### src/rtl/bridge_test_responder.sv
// Avalon-MM test responder: ID, scratch, free-running cycle, status and LED registers.
// Define BRIDGE_RESP_TXN_COUNT_EN to build the WR_COUNT/RD_COUNT transaction counters.
module bridge_test_responder #(
    parameter logic [31:0] ID_VALUE    = 32'hB51D_0001,
    parameter int unsigned INIT_CYCLES = 4
) (
    input  logic        clk,
    input  logic        reset,
    input  logic [3:0]  avs_address,
    input  logic        avs_read,
    input  logic        avs_write,
    input  logic [31:0] avs_writedata,
    input  logic [3:0]  avs_byteenable,
    output logic [31:0] avs_readdata,
    output logic        avs_readdatavalid,
    output logic        avs_waitrequest,
    output logic [9:0]  led
);

    typedef enum logic [0:0] {
        ST_INIT  = 1'b0,
        ST_READY = 1'b1
    } state_t;

    localparam logic [3:0]  ADDR_ID      = 4'd0;
    localparam logic [3:0]  ADDR_SCRATCH0 = 4'd1;
    localparam logic [3:0]  ADDR_SCRATCH1 = 4'd2;
    localparam logic [3:0]  ADDR_CYCLE   = 4'd3;
    localparam logic [3:0]  ADDR_WR_CNT  = 4'd4;
    localparam logic [3:0]  ADDR_RD_CNT  = 4'd5;
    localparam logic [3:0]  ADDR_STATUS  = 4'd6;
    localparam logic [3:0]  ADDR_LED     = 4'd7;
    localparam logic [31:0] UNMAPPED_DATA = 32'hDEAD_BEEF;

    state_t      state_q, state_d;
    logic [31:0] init_cnt_q, init_cnt_d;
    logic [31:0] scratch0_q, scratch0_d;
    logic [31:0] scratch1_q, scratch1_d;
    logic [31:0] cycle_q, cycle_d;
    logic        err_q, err_d;
    logic [9:0]  led_q, led_d;
    logic        rd_v1_q, rd_v1_d;
    logic [31:0] rd_data1_q, rd_data1_d;
    logic        rdv_q, rdv_d;
    logic [31:0] rdata_q, rdata_d;
`ifdef BRIDGE_RESP_TXN_COUNT_EN
    logic [31:0] wr_cnt_q, wr_cnt_d;
    logic [31:0] rd_cnt_q, rd_cnt_d;
`endif

    logic        ready_s;
    logic        rd_acc_s;
    logic        wr_acc_s;
    logic        proto_err_s;
    logic        unmapped_s;
    logic        err_set_s;
    logic        err_clr_s;
    logic [31:0] rd_data_s;

    // Replace only the byte lanes selected by the byte enables.
    function automatic logic [31:0] merge_bytes(input logic [31:0] old_v,
                                                input logic [31:0] new_v,
                                                input logic [3:0]  be);
        logic [31:0] res;
        res = old_v;
        for (int b = 0; b < 4; b++) begin
            if (be[b]) begin
                res[8*b +: 8] = new_v[8*b +: 8];
            end else begin
                res[8*b +: 8] = old_v[8*b +: 8];
            end
        end
        return res;
    endfunction

    // Next-state logic: hold waitrequest for INIT_CYCLES cycles, then stay ready.
    always_comb begin
        state_d    = state_q;
        init_cnt_d = init_cnt_q;
        case (state_q)
            ST_INIT: begin
                if ((init_cnt_q + 32'd1) >= INIT_CYCLES) begin
                    state_d = ST_READY;
                end else begin
                    init_cnt_d = init_cnt_q + 32'd1;
                end
            end
            ST_READY: begin
                state_d = ST_READY;
            end
            default: begin
                state_d    = ST_INIT;
                init_cnt_d = 32'd0;
            end
        endcase
    end

    assign ready_s     = (state_q == ST_READY);
    assign rd_acc_s    = ready_s & avs_read & ~avs_write;
    assign wr_acc_s    = ready_s & avs_write & ~avs_read;
    assign proto_err_s = ready_s & avs_read & avs_write;
    assign unmapped_s  = avs_address[3];
    assign err_set_s   = proto_err_s | ((rd_acc_s | wr_acc_s) & unmapped_s);
    assign err_clr_s   = wr_acc_s & (avs_address == ADDR_STATUS) & avs_writedata[0];

    // Read mux: register values as they stand in the acceptance cycle.
    always_comb begin
        rd_data_s = 32'd0;
        case (avs_address)
            ADDR_ID:       rd_data_s = ID_VALUE;
            ADDR_SCRATCH0: rd_data_s = scratch0_q;
            ADDR_SCRATCH1: rd_data_s = scratch1_q;
            ADDR_CYCLE:    rd_data_s = cycle_q;
`ifdef BRIDGE_RESP_TXN_COUNT_EN
            ADDR_WR_CNT:   rd_data_s = wr_cnt_q;
            ADDR_RD_CNT:   rd_data_s = rd_cnt_q;
`else
            ADDR_WR_CNT:   rd_data_s = 32'd0;
            ADDR_RD_CNT:   rd_data_s = 32'd0;
`endif
            ADDR_STATUS:   rd_data_s = {31'd0, err_q};
            ADDR_LED:      rd_data_s = {22'd0, led_q};
            default:       rd_data_s = UNMAPPED_DATA;
        endcase
    end

    // Register file next state; a write to CYCLE overrides the increment.
    always_comb begin
        scratch0_d = scratch0_q;
        scratch1_d = scratch1_q;
        led_d      = led_q;
        cycle_d    = cycle_q;
        err_d      = err_q;
        if (ready_s) begin
            cycle_d = cycle_q + 32'd1;
        end else begin
            cycle_d = cycle_q;
        end
        if (wr_acc_s) begin
            case (avs_address)
                ADDR_SCRATCH0: scratch0_d = merge_bytes(scratch0_q, avs_writedata, avs_byteenable);
                ADDR_SCRATCH1: scratch1_d = merge_bytes(scratch1_q, avs_writedata, avs_byteenable);
                ADDR_CYCLE:    cycle_d    = 32'd0;
                ADDR_LED:      led_d      = avs_writedata[9:0];
                default:       led_d      = led_q;
            endcase
        end else begin
            led_d = led_q;
        end
        if (err_set_s) begin
            err_d = 1'b1;
        end else if (err_clr_s) begin
            err_d = 1'b0;
        end else begin
            err_d = err_q;
        end
    end

`ifdef BRIDGE_RESP_TXN_COUNT_EN
    // Count accepted transactions; protocol errors are never accepted as either.
    always_comb begin
        wr_cnt_d = wr_cnt_q;
        rd_cnt_d = rd_cnt_q;
        if (wr_acc_s) begin
            wr_cnt_d = wr_cnt_q + 32'd1;
        end else begin
            wr_cnt_d = wr_cnt_q;
        end
        if (rd_acc_s) begin
            rd_cnt_d = rd_cnt_q + 32'd1;
        end else begin
            rd_cnt_d = rd_cnt_q;
        end
    end
`endif

    // Two-stage read pipeline; data is forced to zero whenever the stage is empty.
    always_comb begin
        rd_v1_d    = rd_acc_s;
        rd_data1_d = rd_acc_s ? rd_data_s : 32'd0;
        rdv_d      = rd_v1_q;
        rdata_d    = rd_v1_q ? rd_data1_q : 32'd0;
    end

    // State and register updates with synchronous reset.
    always_ff @(posedge clk) begin
        if (reset) begin
            state_q    <= ST_INIT;
            init_cnt_q <= 32'd0;
            scratch0_q <= 32'd0;
            scratch1_q <= 32'd0;
            cycle_q    <= 32'd0;
            err_q      <= 1'b0;
            led_q      <= 10'd0;
            rd_v1_q    <= 1'b0;
            rd_data1_q <= 32'd0;
            rdv_q      <= 1'b0;
            rdata_q    <= 32'd0;
`ifdef BRIDGE_RESP_TXN_COUNT_EN
            wr_cnt_q   <= 32'd0;
            rd_cnt_q   <= 32'd0;
`endif
        end else begin
            state_q    <= state_d;
            init_cnt_q <= init_cnt_d;
            scratch0_q <= scratch0_d;
            scratch1_q <= scratch1_d;
            cycle_q    <= cycle_d;
            err_q      <= err_d;
            led_q      <= led_d;
            rd_v1_q    <= rd_v1_d;
            rd_data1_q <= rd_data1_d;
            rdv_q      <= rdv_d;
            rdata_q    <= rdata_d;
`ifdef BRIDGE_RESP_TXN_COUNT_EN
            wr_cnt_q   <= wr_cnt_d;
            rd_cnt_q   <= rd_cnt_d;
`endif
        end
    end

    assign avs_waitrequest   = (state_q == ST_INIT);
    assign avs_readdatavalid = rdv_q;
    assign avs_readdata      = rdata_q;
    assign led               = led_q;

endmodule

### config.mk
export PLATFORM = sky130hd
export DESIGN_NAME = bridge_test_responder
export DESIGN_NICKNAME = d
export VERILOG_FILES = /design/src/rtl/bridge_test_responder.sv
export SDC_FILE = /design/constraint.sdc
export NUM_CORES = 1
export LEC_CHECK = 0
export CAP_MARGIN = 20
export CORE_ASPECT_RATIO = 1.2
export CORE_MARGIN = 2
export CORE_UTILIZATION = 55
export CTS_CLUSTER_DIAMETER = 40
export CTS_CLUSTER_SIZE = 28
export DETAILED_ROUTE_END_ITERATION = 12
export PLACE_DENSITY = 0.78
export RECOVER_POWER = 50
export SLEW_MARGIN = 20
export SYNTH_ARGS = -nofsm -noshare
export SYNTH_HDL_FRONTEND = slang
export SYNTH_SLANG_ARGS = --single-unit
### constraint.sdc
create_clock -name clk -period 3.1 [get_ports clk]
set_clock_uncertainty 0.05 [all_clocks]
set_input_delay 0.62 -clock clk [delete_from_list [all_inputs] [get_ports clk]]
set_output_delay 0.62 -clock clk [all_outputs]
set_load 0.1 [all_outputs]
==> impl_metrics.tcl <==
set metrics [dict create \
    cts_max_level 1 \
    design.core.area_sq_um 14290 \
    drcViolationCount 0 \
    synth_nets 889 \
    grt.total_usage_pct 22.83 \
    min_period_ns 2.922 \
    tns_ns 0 \
    clk_latency_ns 0.50 \
    p_comb_share_pct 5.6 \
    ys_top_cells_by_area "dfxtp_1, mux2i_1, nor2_1, and2_1, xor2_1" \
    diodes 0 \
    grt_start_max_net_pins 63 \
    critPathKind "reg -> reg" \
    layout-drive-gt1-share_pct 8.008 \
    yosys.area.top_type "dfxtp_1" \
    yosysMostFrequentCell "dfxtp_1" \
    finalPower_uw 5635 \
    netlist_area_sq_um 7954 \
    cts_root_buffer "clkbuf_16" \
    hold_viol_final 0 \
    total_leakage_power_uw 0.003420 \
    fin_area_sq_um 9545 \
    start_kind "flip-flop" \
    dieArea_sq_um 15440 \
    hold_buffers 0 \
    async_reset_ff_share_pct 0 \
    rsz0062_at_grt "no" \
    ys_top_cells_by_count "dfxtp_1, nor2_1, mux2i_1, and2_1, nand2_1" \
    critPathRequiredTime_ns 3.44 \
    path_max_fanout 17 \
    routed_wl_mm 17.45 \
    slew_headroom_pct 13.29 \
    powerDensity_nw_per_um2 590.4 \
    finalSetupViolCount 0 \
    endpoint_kind "flip-flop" \
    wl_per_cell_um 15.52 \
    nNetsFinal 980 \
    tightest_slew_ns 1.301 \
    areaGrowthSynthToFinish_pct 20.01 \
    drt_first_pass_iters 5 \
    ys.flop_type "dfxtp_1" \
    drv_slew 0 \
    dp_hpwl_mm 11.67 \
    place_area_sq_um 8981 \
    max_freq_mhz 342.2 \
    routabilityCongestion 0.8704 \
    die_height_um 135.7 \
    clock_sinks 206 \
    ys.warnings.count 0 \
    cts_setup_buffers 0 \
    synth_edf_count 0 \
    worst_path_max_delay_cell "or4_1" \
    critical_path.max_stage_delay_ns 0.61 \
    portBuffers 87 \
    drtIter0Drc 332 \
    p_clk_share_pct 46.7 \
    cts_resized 0 \
    p_switching_uw 1354 \
    crit_arrival_ns 3.26 \
    period_share_pct 94.26 \
    antenna_found_initial 0 \
    path_cells "nand3_2 -> or4_1 -> nor3_1 -> mux2i_1 -> o211ai_1 -> o41a_1 -> buf_4 -> and2_1" \
    cts_inserted_buffers 22 \
    io_pins 88 \
    max-cap-violations 0 \
    synth.avg_cell_area_sq_um 9.446 \
    dr_total_vias 6191 \
    routed_via_density 5.508 \
    min_path_type "reg -> reg" \
    initial_core_util_pct 55.65 \
    status "finished clean" \
    power_frac_seq_pct 47.8 \
    fp-row-count 48 \
    ir_worst_vdd_mv 0.6182 \
    yosysTopAreaCellShare_pct 51.85 \
    ys_seq_area_share_pct 51.85 \
    clk_pin_slew_ns 0.07 \
    grt_pass1_vias 5881 \
    synth.distinct_cells 47 \
    p_int_uw 4281 \
    die_x_um 113.8 \
    cts_tree "yes" \
    syn_inst 842 \
    postRouteAntennaNets 0 \
    grt_pass1_wl_mm 28.86 \
    ys_seq_elements 206 \
    overflow 0 \
    clk_path_buf_depth 3 \
    switching_share_pct 24.03 \
]
[placed cells by master (no fill, tap or decap), types with 14 or more instances in the layout]
cell / n
xnor2_1: 15
clkbuf_16: 23
clkbuf_1: 48
nor3_1: 19
buf_4: 24
and2_1: 43
nor2_1: 146
and2_0: 18
clkdlybuf4s50_1: 42
nand3_1: 22
and3_1: 17
a221oi_1: 20
mux2i_1: 80
a21oi_1: 40
xor2_1: 23
nand2_1: 49
dfxtp_1: 206
nand4_1: 14
[routing by layer]
layer  vias up  wire length (um)  track usage, %
li1       3076                 -               -
met2       179              8262           38.39
met3        17               951           3.221
met1      2919              7996           30.97
met5         -                 0               0
met4         0               235           6.098
[registers in the layout (all words and copies together) (netlist names)]
register           flops
avs_readdatavalid      1
rd_v1_q                1
err_q                  1
rd_data1_q            32
avs_readdata          32
ready_s                1
cycle_q               32
init_cnt_q            32
led                   10
scratch0_q            32
scratch1_q            32
[per-stage QoR]
stage | setup slack (ns) | std cells | hold slack, ns | utilization (%)
floorplan | 0.3716 | 842 | 0.3557 | -
global placement | 0.3314 | 1084 | 0.3579 | 62.83
detailed placement | 0.2652 | 1084 | 0.3605 | 62.83
CTS | 0.1971 | 1124 | 0.3739 | 68.15
global route | 0.06544 | 1124 | 0.3925 | 66.78
finish | 0.1779 | 1124 | 0.3734 | 66.78
[power groups by stage]
stage               registers [uW]  clock network, uW  logic, uW
floorplan                     2750                  0        170
global placement              2750                  0        312
detailed placement            2750                  0        314
CTS                           2690               2680        317
global route                  2690               2790        339
finish                        2690               2630        313
[cell type report]
class / count / area (sq um)
clock buffer: 26 / 616.8
clock inverter: 14 / 142.6
fill: 1194 / 4748
inverter: 12 / 45.04
multi-input combinational: 576 / 3612
sequential: 206 / 4124
tap: 175 / 219.0
timing repair buffer: 115 / 785.8
[critical path: cells and delay by family, from the launching register on]
| family | cells | cell delay (ns) |
|---|---|---|
| AOI/OAI and AO/OA | 2 | 0.60 |
| buffers and inverters | 1 | 0.19 |
| muxes | 1 | 0.24 |
| DFF | 1 | 0.46 |
| and+or+nand+nor | 4 | 1.26 |
[worst paths after layout]
| path | startpoint | to | slack, ns | depth (start not counted) |
|---|---|---|---|---|
| worst max-delay path | init_cnt_q[5] | init_cnt_q[15] | 0.18 | 8 |
| worst min-delay path | rd_data1_q[29] | avs_readdata[29] | 0.37 | 1 |
| worst max register to register | init_cnt_q[5] | init_cnt_q[15] | 0.18 | 8 |
| worst min register to register | rd_data1_q[29] | avs_readdata[29] | 0.37 | 1 |
[logic make-up (layout without fill, tap and decap cells)]
group	count (synthesis)	count (layout)	share of synthesized area, %
compound gates	95	95	8.463
xor+xnor	38	38	4.184
fa+ha+maj	4	4	0.5978
buf+inv	60	167	2.863
flops	206	206	51.85
mux	82	82	10.35
simple gates	357	357	21.69
Note: power is estimated with default switching activity, not from simulation.
==> variant: new RTL, config.mk and constraints unchanged <==
Build with the macro `BRIDGE_RESP_TXN_COUNT_EN` defined.
--- a/src/rtl/bridge_test_responder.sv
+++ b/src/rtl/bridge_test_responder.sv
@@ -1,4 +1,6 @@
 // Avalon-MM test responder: ID, scratch, free-running cycle, status and LED registers.
 // Define BRIDGE_RESP_TXN_COUNT_EN to build the WR_COUNT/RD_COUNT transaction counters.
+`define BRIDGE_RESP_TXN_COUNT_EN
+
 module bridge_test_responder #(
     parameter logic [31:0] ID_VALUE    = 32'hB51D_0001,
Formal check against the unedited RTL: not equivalent (a bounded check fails within 10 cycles, from zero or initial values and one cycle with reset high).
==> variant against the unedited design <==
The run now ends with max-capacitance violations, max-slew violations left. Clock power rose by 57%. Non-clock buffer count rose by 9. Area after synthesis rose by 40%. Sequential cell count rose by 64. Utilization fell by 0.46 points. Die area rose by 39%. Design area rose by 40%. Sequential power rose by 31%. Routed wire length rose by 64%. Setup slack improved by 0.078 ns. Power rose by 42%. Critical path type is now input pin to flop.
==> variant: results <==
[status]
status = "finished with violations"
violations = "max-capacitance violations, max-slew violations"

[synthesis]
ys_top_cells_by_area = "dfxtp_1 (48%), mux2i_1 (6.4%), nor2_1 (6.1%)"
ys_types = 52
synth_nets = 1267
synthTopCellsByCount = "dfxtp_1 (270), nor2_1 (181), nand2_1 (75)"
synth-seq-area-share_pct = 48.4

[global_routing]
grt_pass1_wl_um = 45500
grtUsageTotal_pct = 26.4
grt_pass1_vias = 8855
grt_max_degree = 95

[clock_tree]
clock_latency_ns = 0.52
cts_buffers = 34
htree_levels = 2

[finish]
fillerInstances = 1655
fin_nets = 1358
drive_above_1_share_pct = 8.46

[job]
maxCapViolCount = 1

[route]
routed-wl-met3_um = 1960
drt_iter0_markers = 927
wl_met2_um = 13600
dr.pass1.iters = 10
avgRoutedWirePerCell_um = 17.8
via_count = 9197
wl_met1_um = 12100

[place]
dp_hpwl_um = 20000
gp_congestion = 0.913

[critical_path]
reg2reg_from = "init_cnt_q[0]"
critPathTopFamily = "buffers and inverters"
startpoint = "avs_read"
worstPathArrival_ns = 3.13
ff2ff_setup_slack_ns = 0.28
crit_fanout = 16
rr_worst_depth = 9
r2r_end = "init_cnt_q[12]"
cp_slowest_cell = "clkbuf_1"
slowest_delay_ns = 0.65
path_class = "input pin to flop"
critPathCapture = "scratch0_q[7]"

[sta]
holdWs_ns = 0.352
slew_viol_final = 34
tightest_slew_ns = 1.63

[power]
vdd_drop_max_v = 0.000481

[hold_path]
holdPathEnd = "avs_readdata[12]"
hp-start = "rd_data1_q[12]"
variant: cell types whose count changed after synthesis, sizes merged, moves of 20 or more:
cell,before,now
xor2,23,62
nor2,146,181
a22oi,5,52
nand2,49,75
xnor2,15,35
dfxtp,206,270
nand3,23,44
a221oi,20,0
a31oi,2,38
variant: routing by layer:
metal	GRT usage, %	up-vias
li1	-	4415
met1	35.1	4369
met2	43.3	350
met3	4.19	63
met4	9.90	0
met5	0	-
variant: cells by family after synthesis:
| kind of cell | after synthesis | share of synthesized area (%) |
|---|---|---|
| fa+ha+maj | 6 | 0.650 |
| compound gates | 177 | 10.4 |
| xor+xnor | 97 | 7.61 |
| simple gates | 502 | 22.5 |
| buf+inv | 86 | 3.09 |
| flops | 270 | 48.4 |
| mux | 80 | 7.27 |
variant: area by class of cell:
| type | count | area share (%) |
|---|---|---|
| clock buffers | 39 | 7.07 |
| clock inverters | 23 | 2.06 |
| inverters | 17 | 0.478 |
| multi-input cells | 862 | 40.7 |
| flip-flops and latches | 270 | 40.5 |
| well taps | 265 | 2.49 |
| repair buffers | 124 | 6.71 |
variant: per-stage QoR:
step                      setup slack [ns]  total power [µW]  utilization (%)  instance area (µm²)  instances
final                                0.256              8020             66.3                13300       1600
after global routing                0.0890              8260             66.3                13300       1600
after CTS                            0.343              8080             67.3                13500       1600
after detailed placement             0.289              3960             61.3                12300       1538
after global placement               0.326              3960             61.3                12300       1538
after floorplan                      0.627              3810                -                11200       1218
variant: report_power, final:
part	switching (µW)	internal [µW]
registers	33.3	3490
clock network	1680	2460
logic	218	142
